==> src/rtl/additionneur_pkg.sv <==
// -----------------------------------------------------------------------------
// additionneur_pkg
// Shared constants and types for the segmented pipelined adder and for any
// regression datapath block that needs the same default operand geometry.
//   ADD_WIDTH     : default operand/result width in bits
//   ADD_SEG_WIDTH : default number of bits added per pipeline stage
//   op_e          : operation selector carried on the 'sub' input
//   nseg()        : number of pipeline stages for a given geometry
// -----------------------------------------------------------------------------
package additionneur_pkg;

  localparam int unsigned ADD_WIDTH     = 32'd32;
  localparam int unsigned ADD_SEG_WIDTH = 32'd16;

  typedef enum logic {
    OP_ADD = 1'b0,
    OP_SUB = 1'b1
  } op_e;

  // Stage count; callers keep WIDTH an exact multiple of SEG_WIDTH.
  function automatic int unsigned nseg(input int unsigned width,
                                       input int unsigned seg_width);
    return width / seg_width;
  endfunction

endpackage

==> src/rtl/additionneur_pipeline_if.sv <==
// -----------------------------------------------------------------------------
// additionneur_pipeline_if
// Operand and result handshake bundle of the pipelined adder.
//   in_valid/in_ready   : operand-side valid/ready handshake
//   a, b, rin, sub      : operands, carry-in and add/subtract select
//   out_valid/out_ready : result-side valid/ready handshake
//   s, rout, ovf        : result, carry-out of MSB, signed overflow
// Modports:
//   master : producer of operands / consumer of results (environment side)
//   slave  : the adder itself
// -----------------------------------------------------------------------------
interface additionneur_pipeline_if
  import additionneur_pkg::*;
#(
  parameter int unsigned WIDTH = ADD_WIDTH
) ();

  logic             in_valid;
  logic             in_ready;
  logic [WIDTH-1:0] a;
  logic [WIDTH-1:0] b;
  logic             rin;
  logic             sub;
  logic             out_valid;
  logic             out_ready;
  logic [WIDTH-1:0] s;
  logic             rout;
  logic             ovf;

  modport master (
    output in_valid, a, b, rin, sub, out_ready,
    input  in_ready, out_valid, s, rout, ovf
  );

  modport slave (
    input  in_valid, a, b, rin, sub, out_ready,
    output in_ready, out_valid, s, rout, ovf
  );

endinterface

==> src/rtl/additionneur_segment.sv <==
// -----------------------------------------------------------------------------
// additionneur_segment
// Purely combinational SEG_WIDTH-bit adder slice.
//   a_i, b_i : segment operands
//   rin_i    : carry into the segment LSB
//   s_o      : segment sum
//   rout_o   : carry out of the segment MSB
//   cmsb_o   : carry into the segment MSB (used for signed overflow)
// -----------------------------------------------------------------------------
module additionneur_segment
  import additionneur_pkg::*;
#(
  parameter int unsigned SEG_WIDTH = ADD_SEG_WIDTH
) (
  input  logic [SEG_WIDTH-1:0] a_i,
  input  logic [SEG_WIDTH-1:0] b_i,
  input  logic                 rin_i,
  output logic [SEG_WIDTH-1:0] s_o,
  output logic                 rout_o,
  output logic                 cmsb_o
);

  logic [SEG_WIDTH:0] full_s;

  assign full_s = {1'b0, a_i} + {1'b0, b_i} + {{SEG_WIDTH{1'b0}}, rin_i};
  assign s_o    = full_s[SEG_WIDTH-1:0];
  assign rout_o = full_s[SEG_WIDTH];
  // sum_msb = a_msb ^ b_msb ^ carry_in_msb, so the MSB carry-in is recovered
  // without a separate narrower adder (also valid for SEG_WIDTH = 1).
  assign cmsb_o = full_s[SEG_WIDTH-1] ^ a_i[SEG_WIDTH-1] ^ b_i[SEG_WIDTH-1];

endmodule

==> src/rtl/additionneur_pipeline.sv <==
// -----------------------------------------------------------------------------
// additionneur_pipeline
// WIDTH-bit adder/subtractor split into NSEG = WIDTH/SEG_WIDTH pipeline stages.
// Stage k adds operand segment k using the carry registered by stage k-1.
// Operands not yet added travel forward with each stage, and the already
// computed low result segments travel with them, so one operation's full
// result leaves the last stage in one piece after exactly NSEG cycles.
// Ports:
//   clk : rising-edge clock
//   rst : asynchronous active-high reset (clears valids and outputs)
//   bus : slave side of additionneur_pipeline_if (operands in, result out)
// Flow control: the whole pipeline advances when the output slot is empty or
// being consumed; in_ready is that same enable. Bubbles advance unchanged.
// -----------------------------------------------------------------------------
module additionneur_pipeline
  import additionneur_pkg::*;
#(
  parameter int unsigned WIDTH     = ADD_WIDTH,
  parameter int unsigned SEG_WIDTH = ADD_SEG_WIDTH
) (
  input  logic                   clk,
  input  logic                   rst,
  additionneur_pipeline_if.slave bus
);

  localparam int unsigned NSEG = nseg(WIDTH, SEG_WIDTH);

  logic             adv_s;
  logic [WIDTH-1:0] b_in_s;
  logic             cin0_s;

  // Per-stage next-state values and stage registers.
  logic             valid_d [NSEG];
  logic             valid_q [NSEG];
  logic             carry_d [NSEG];
  logic             carry_q [NSEG];
  logic             cmsb_s  [NSEG];
  logic [WIDTH-1:0] res_d   [NSEG];
  logic [WIDTH-1:0] res_q   [NSEG];
  logic [WIDTH-1:0] a_d     [NSEG];
  logic [WIDTH-1:0] a_q     [NSEG];
  logic [WIDTH-1:0] b_d     [NSEG];
  logic [WIDTH-1:0] b_q     [NSEG];
  logic             ovf_d;
  logic             ovf_q;

  // A stalled result blocks every stage; otherwise everything moves.
  assign adv_s = ~valid_q[NSEG-1] | bus.out_ready;

  // Subtraction is a + ~b + 1: invert b once here and force the LSB carry.
  always_comb begin
    b_in_s = bus.b;
    cin0_s = bus.rin;
    case (op_e'(bus.sub))
      OP_SUB: begin
        b_in_s = ~bus.b;
        cin0_s = 1'b1;
      end
      OP_ADD: begin
        b_in_s = bus.b;
        cin0_s = bus.rin;
      end
      default: begin
        b_in_s = bus.b;
        cin0_s = bus.rin;
      end
    endcase
  end

  for (genvar k = 0; k < NSEG; k++) begin : g_stage
    logic [WIDTH-1:0]     pa_s;
    logic [WIDTH-1:0]     pb_s;
    logic [WIDTH-1:0]     pres_s;
    logic                 pc_s;
    logic                 pv_s;
    logic [SEG_WIDTH-1:0] ss_s;
    logic                 sco_s;
    logic [WIDTH-1:0]     res_s;

    if (k == 32'sd0) begin : g_src
      assign pa_s   = bus.a;
      assign pb_s   = b_in_s;
      assign pres_s = '0;
      assign pc_s   = cin0_s;
      assign pv_s   = bus.in_valid;
    end else begin : g_src
      assign pa_s   = a_q[k-32'sd1];
      assign pb_s   = b_q[k-32'sd1];
      assign pres_s = res_q[k-32'sd1];
      assign pc_s   = carry_q[k-32'sd1];
      assign pv_s   = valid_q[k-32'sd1];
    end

    additionneur_segment #(
      .SEG_WIDTH(SEG_WIDTH)
    ) u_seg (
      .a_i   (pa_s[k*SEG_WIDTH +: SEG_WIDTH]),
      .b_i   (pb_s[k*SEG_WIDTH +: SEG_WIDTH]),
      .rin_i (pc_s),
      .s_o   (ss_s),
      .rout_o(sco_s),
      .cmsb_o(cmsb_s[k])
    );

    // Insert this stage's segment into the result carried from upstream.
    always_comb begin
      res_s                            = pres_s;
      res_s[k*SEG_WIDTH +: SEG_WIDTH]  = ss_s;
    end

    assign res_d[k]   = res_s;
    assign a_d[k]     = pa_s;
    assign b_d[k]     = pb_s;
    assign carry_d[k] = sco_s;
    assign valid_d[k] = pv_s;
  end

  // Signed overflow only depends on the top segment's MSB carries.
  assign ovf_d = cmsb_s[NSEG-1] ^ carry_d[NSEG-1];

  // Stage registers: async clear, load together on advance, hold otherwise.
  always_ff @(posedge clk or posedge rst) begin
    if (rst) begin
      for (int unsigned i = 32'd0; i < NSEG; i++) begin
        valid_q[i] <= 1'b0;
        carry_q[i] <= 1'b0;
        res_q[i]   <= '0;
        a_q[i]     <= '0;
        b_q[i]     <= '0;
      end
      ovf_q <= 1'b0;
    end else if (adv_s) begin
      for (int unsigned i = 32'd0; i < NSEG; i++) begin
        valid_q[i] <= valid_d[i];
        carry_q[i] <= carry_d[i];
        res_q[i]   <= res_d[i];
        a_q[i]     <= a_d[i];
        b_q[i]     <= b_d[i];
      end
      ovf_q <= ovf_d;
    end
  end

  assign bus.in_ready  = adv_s;
  assign bus.out_valid = valid_q[NSEG-1];
  assign bus.s         = res_q[NSEG-1];
  assign bus.rout      = carry_q[NSEG-1];
  assign bus.ovf       = ovf_q;

endmodule

==> src/flat_wrapper.sv <==
// flat-port wrapper written by rule: the top's interface ports become plain ports
module additionneur_pipeline_flat import additionneur_pkg::*;
#(
  parameter int unsigned WIDTH     = ADD_WIDTH,
  parameter int unsigned SEG_WIDTH = ADD_SEG_WIDTH
)
  (clk, rst, bus_in_valid, bus_a, bus_b, bus_rin, bus_sub, bus_out_ready, bus_in_ready, bus_out_valid, bus_s, bus_rout, bus_ovf);
  additionneur_pipeline_if #(.WIDTH(WIDTH)) bus_i ();
  input  logic clk;
  input  logic rst;
  input wire logic [$bits(bus_i.in_valid)-1:0] bus_in_valid;
  input wire logic [$bits(bus_i.a)-1:0] bus_a;
  input wire logic [$bits(bus_i.b)-1:0] bus_b;
  input wire logic [$bits(bus_i.rin)-1:0] bus_rin;
  input wire logic [$bits(bus_i.sub)-1:0] bus_sub;
  input wire logic [$bits(bus_i.out_ready)-1:0] bus_out_ready;
  output wire logic [$bits(bus_i.in_ready)-1:0] bus_in_ready;
  output wire logic [$bits(bus_i.out_valid)-1:0] bus_out_valid;
  output wire logic [$bits(bus_i.s)-1:0] bus_s;
  output wire logic [$bits(bus_i.rout)-1:0] bus_rout;
  output wire logic [$bits(bus_i.ovf)-1:0] bus_ovf;
  assign bus_i.in_valid = bus_in_valid;
  assign bus_i.a = bus_a;
  assign bus_i.b = bus_b;
  assign bus_i.rin = bus_rin;
  assign bus_i.sub = bus_sub;
  assign bus_i.out_ready = bus_out_ready;
  assign bus_in_ready = bus_i.in_ready;
  assign bus_out_valid = bus_i.out_valid;
  assign bus_s = bus_i.s;
  assign bus_rout = bus_i.rout;
  assign bus_ovf = bus_i.ovf;
  additionneur_pipeline #(.WIDTH(WIDTH), .SEG_WIDTH(SEG_WIDTH)) u_core (.clk(clk), .rst(rst), .bus(bus_i));
endmodule
==> config.mk <==
export PLATFORM = sky130hd
export DESIGN_NAME = additionneur_pipeline_flat
export DESIGN_NICKNAME = d
export VERILOG_FILES = /design/src/rtl/additionneur_pkg.sv /design/src/rtl/additionneur_pipeline_if.sv /design/src/rtl/additionneur_segment.sv /design/src/rtl/additionneur_pipeline.sv /design/src/flat_wrapper.sv
export SDC_FILE = /design/constraint.sdc
export NUM_CORES = 1
export LEC_CHECK = 0
export ABC_AREA = 1
export ABC_CLOCK_PERIOD_IN_PS = 3400
export CAP_MARGIN = 20
export CORE_MARGIN = 1.5
export CORE_UTILIZATION = 50
export CTS_CLUSTER_SIZE = 25
export DETAILED_ROUTE_END_ITERATION = 10
export PLACE_DENSITY = 0.85
export SYNTH_ARGS = -nofsm -noshare
export SYNTH_HDL_FRONTEND = slang
export SYNTH_SLANG_ARGS = --single-unit
==> constraint.sdc <==
create_clock -name clk -period 3.4 [get_ports clk]
set_input_delay 0.85 -clock clk [delete_from_list [all_inputs] [get_ports clk]]
set_output_delay 0.85 -clock clk [all_outputs]
set_load 0.03 [all_outputs]
* Yosys cells after proc, flatten, opt, wreduce, memory -nomap -nowiden
Index checks and enable logic that the tools add are counted.
Storage, ports and cells: register bits 117, input bits 70
Operators by class: add/sub/neg operators 4, mux-type cells 2, bitwise operators 7
Operators with widths (number):
- $pmux W32 S2 | 1
- $add A16 B16 Y17 | 2
- $add A17 B1 Y17 | 2
- $not A32 Y32 | 1
- $xor A1 B1 Y1 | 3
- $not A1 Y1 | 2
- $pmux W1 S2 | 1
- $or A1 B1 Y1 | 1

* Logic depth before layout (Yosys ltp)
depth after elaboration 5, gate-level depth with buffers 15, gate-level depth less buffers 13

* Cells and area by module
Synthesis repeated with hierarchy kept, for this count alone.
Second synthesis, totals: cells, all modules 716, area, all modules 5327.6 um2
By module, submodules not included:
- additionneur_pipeline | times used 1, cells each 430, area an instance 3592.2 um2, seq. area each 2127.0 um2
- additionneur_segment at u_core.g_stage[0].u_seg | times used 1, cells each 148, area an instance 877.1 um2, seq. area each 0.0 um2
- additionneur_segment at u_core.g_stage[1].u_seg | times used 1, cells each 138, area an instance 858.3 um2, seq. area each 0.0 um2

* Worst setup path before layout
OpenSTA, ideal clock, no wires.
kind input port to flip-flop, from in bus_sub, to reg u_core.res_q, in the netlist u_core.g_stage[1].pres_s[10], setup time 117 ps, data arrival time 2890 ps, setup slack 393 ps, cell stages on the path 15, buffers on the path 2, cells stage by stage buf_2 > buf_2 > xor2_1 > fa_1 > inv_1 > fa_1 > inv_1 > nand2_1 > o21ai_2 > a31oi_1 > or2_1 > nand2_1 > nand2_1 > nand3_1 > nand2_1
Between the ends: longest elaborated chain between the ends 4, elaborated cells on any way between the ends 5
Ends and longest elaborated chain:
- from (decl) | RTL line flat_wrapper.sv:15 | input wire logic [$bits(bus_i.sub)-1:0] bus_sub;
- $not A1 Y1 | RTL line additionneur_pipeline.sv:54 | case (op_e'(bus.sub))
- $pmux W32 S2 | RTL line additionneur_pipeline.sv:54
- $add A16 B16 Y17 | RTL line additionneur_segment.sv:25 | assign full_s = {1'b0, a_i} + {1'b0, b_i} + {{SEG_WIDTH{1'b0}}, rin_i};
- $add A17 B1 Y17 (*) | RTL line additionneur_segment.sv:25
- to (signal, indexed assignment) | RTL line additionneur_pipeline.sv:136 | res_q[i] <= res_d[i];
- to (decl) | RTL line additionneur_pipeline.sv:39 | logic [WIDTH-1:0] res_q [NSEG];
Mark *: on every way between the ends. The rest lies on a longest branch, timed or not. A chain may end at the register's enable or synchronous reset.

* Final worst setup path
from in bus_out_ready, to out bus_in_ready
Between the ends: longest elaborated chain between the ends 1
Ends and longest elaborated chain:
- from (decl) | RTL line flat_wrapper.sv:16 | input wire logic [$bits(bus_i.out_ready)-1:0] bus_out_ready;
- $or A1 B1 Y1 | RTL line additionneur_pipeline.sv:48 | assign adv_s = ~valid_q[NSEG-1] | bus.out_ready;
- to (decl) | RTL line flat_wrapper.sv:17 | output wire logic [$bits(bus_i.in_ready)-1:0] bus_in_ready;
No other way between the ends.

==> flow_summary.toml <==
[synthesis]
ys_seq_area_share_pct = 41.5
synth-seq-cells = 85
netlist_instances = 642
syn-mean-instance-area_sq_um = 7.99
syn_area_sq_mm = 0.00513
yosys_warnings = 0
netlist_top_cells_area = "dfrtp_1 41%, nand2_1 15%, ha_1 7.3%, o21ai_0 4.2%, xnor2_1 4.1%"
synthesis.nets = 746
synth_top_cell_by_area = "dfrtp_1"
synthDominantCellAreaShare_pct = 41.5
yosys.cell_types.count = 40

[critical_path]
r2r-end = "u_core.bus.ovf"
worst-setup-path-type = "in2out"
r2r_cells = 10
crit_required_ns = 2.55
r2r-start = "u_core.g_stage[1].pb_s[16]"
rrSetupSlack_ns = 1.23
start_kind = "input pin"
cp_data_arrival_time_ns = 2.13
cp-startpoint = "bus_out_ready"
crit_path_end_kind = "output pin"
path_max_fanout = 2

[power_and_ir_drop]
irDropWorstVdd_v = 0.000369
cellPowerDensity_mw_per_mm2 = 612
p_leak_nw = 3.10

[placement]
io_buffers = 105
dp_hpwl_um = 8830
gp_congestion = 0.962
place_area_sq_mm = 0.00631

[sta]
finalHoldViolCount = 0
rsz0062_at_grt = "no"
finalCritPeriodShare_pct = 87.6
fin_skew_ns = 0.00668
report.final.slew_viol_count = 0
post-route-min-period_ns = 2.98
finalSetupViolCount = 0
slew-limit-headroom_pct = 41.8
fmax_ghz = 0.336
worst_pin_slew_ns = 0.873
fin_tns_setup_ns = 0

[clock_tree]
clock-sinks = 85
root_buffer = "clkbuf_8"
cts_max_path_buffers = 2
numCtsBuffers = 9
cts_hold_buf = 0
post-cts-setup-buffers = 0
postCtsResizedCells = 0
path_clk_slew_ns = 0.08
cts_tree = "built"
worstSkewPairLatency_ns = 0.36
htreeDepth = 3

[hold_path]
min_to = "u_core.bus.out_valid"
hold_path.class = "reg2reg"
hold_path_depth = 2
worstHoldStart = "u_core.g_stage[1].pv_s"

[drt]
drt_iter0_drc = 176
viasPerCell = 5.18
routed_wl_um = 11800
drtAntennaViolNets = 0
route.vias.total = 4562
drc_errors = 0
wl_per_cell_um = 13.4
drt_pass1_iterations = 4

[finish]
layout-drive-gt1-share_pct = 7.22
regArea_sq_mm = 0.00213
fillers = 841
postLayoutCellArea_sq_mm = 0.00649
syn_to_final_growth_pct = 26.4
final_net_count = 847
layout_commonest_cell = "nand2_1"
antenna_cells = 0
multiInputGateArea_sq_mm = 0.00270
layout_common_cells = "210 x nand2_1, 104 x clkdlybuf4s50_1, 85 x dfrtp_1"

[die]
initial_core_util_pct = 52.0
die_h_um = 104
die-area_sq_mm = 0.0109
ioPinCount = 106
die_w_um = 104
rows = 36
core_sq_mm = 0.00986

[grt]
grt_pass1_vias = 4597
grt_overflow = 0
grt_use_total_pct = 23.0
grt_pass1_wl_um = 20400
grt_max_degree = 103
grt_antenna_before_repair = 0

[status]
status = "complete, no violations"

[job]
drv_cap = 0
[layer usage]
metal / track usage (%) / vias up / wire [um]
li1: - / 2270 / -
met1: 27.1 / 2133 / 5090
met2: 40.6 / 137 / 5880
met3: 4.39 / 22 / 540
met4: 9.82 / 0 / 265
met5: 0 / - / 0
[registers in the layout, indices dropped and copies added, names as in the netlist]
name and cells:
u_core.bus.s 32, u_core.g_stage.pa_s 16, u_core.g_stage.pb_s 16, u_core.g_stage.pres_s 16, u_core.bus.out_valid 1, u_core.bus.ovf 1
u_core.bus.rout 1, u_core.g_stage.pc_s 1, u_core.g_stage.pv_s 1
[per-stage QoR]
| step | hold slack (ns) | instances | setup WS [ns] | total power [mW] | util [%] |
|---|---|---|---|---|---|
| 6_report | 0.461 | 881 | 0.420 | 3.97 | 65.8 |
| 5_1_grt | 0.496 | 881 | 0.365 | 4.26 | 65.8 |
| 4_1_cts | 0.465 | 881 | 0.416 | 3.99 | 65.8 |
| 3_5_place_dp | 0.446 | 865 | 0.185 | 3.33 | 63.9 |
| 3_3_place_gp | 0.429 | 865 | 0.273 | 3.28 | 63.9 |
| 2_1_floorplan | 0.420 | 642 | 0.357 | 2.65 | - |
[power breakdown]
group,switching [mW],internal (mW)
clock,0.351,0.305
sequential,0.172,1.29
combinational,1.10,0.749
total,1.63,2.34
[cells by family (layout without fill, tap and decap cells)]
family          count (synthesis)  after routing  share of synthesized area [%]
flops                          85             85                           41.5
simple gates                  301            301                           24.8
buf+inv                        75            181                           6.02
xor+xnor                       43             43                           7.34
compound gates                104            104                           11.5
fa+ha+maj                      34             34                           8.88
[worst max-delay path, cell delays in order]
cell             delay, ns
clkdlybuf4s50_1       0.51
nor2_4                0.06
inv_2                 0.05
clkdlybuf4s50_1       0.66
[worst max-delay path by stage]
stage,end,slack (ns),depth (start not counted)
3_3_place_gp,u_core.g_stage[1].pres_s[10],0.27,14
3_5_place_dp,u_core.g_stage[1].pres_s[10],0.19,14
2_1_floorplan,u_core.bus.out_valid,0.36,1
5_1_grt,bus_in_ready,0.36,4
6_report,bus_in_ready,0.42,4
4_1_cts,bus_in_ready,0.42,4
[cell usage after synthesis (all sizes together)]
library cell	count
a2111oi	1
a211oi	1
a21boi	1
a21oi	28
a31oi	13
and2	2
buf	15
clkbuf	7
dfrtp	85
fa	4
ha	30
inv	53
nand2	221
nand3	25
nand3b	2
nand4	7
nor2	33
nor3	4
o21a	1
o21ai	53
o21bai	4
o22ai	1
o31ai	1
or2	7
xnor2	24
xor2	19
[layout make-up]
class | instances | area share (%)
clock inverter | 3 | 0.309
timing repair buffer | 112 | 17.1
tap | 133 | 2.57
clock buffer | 13 | 2.45
inverter | 53 | 3.09
multi-input combinational | 482 | 41.7
sequential | 85 | 32.8
Note: power is estimated with default switching activity, not from simulation.
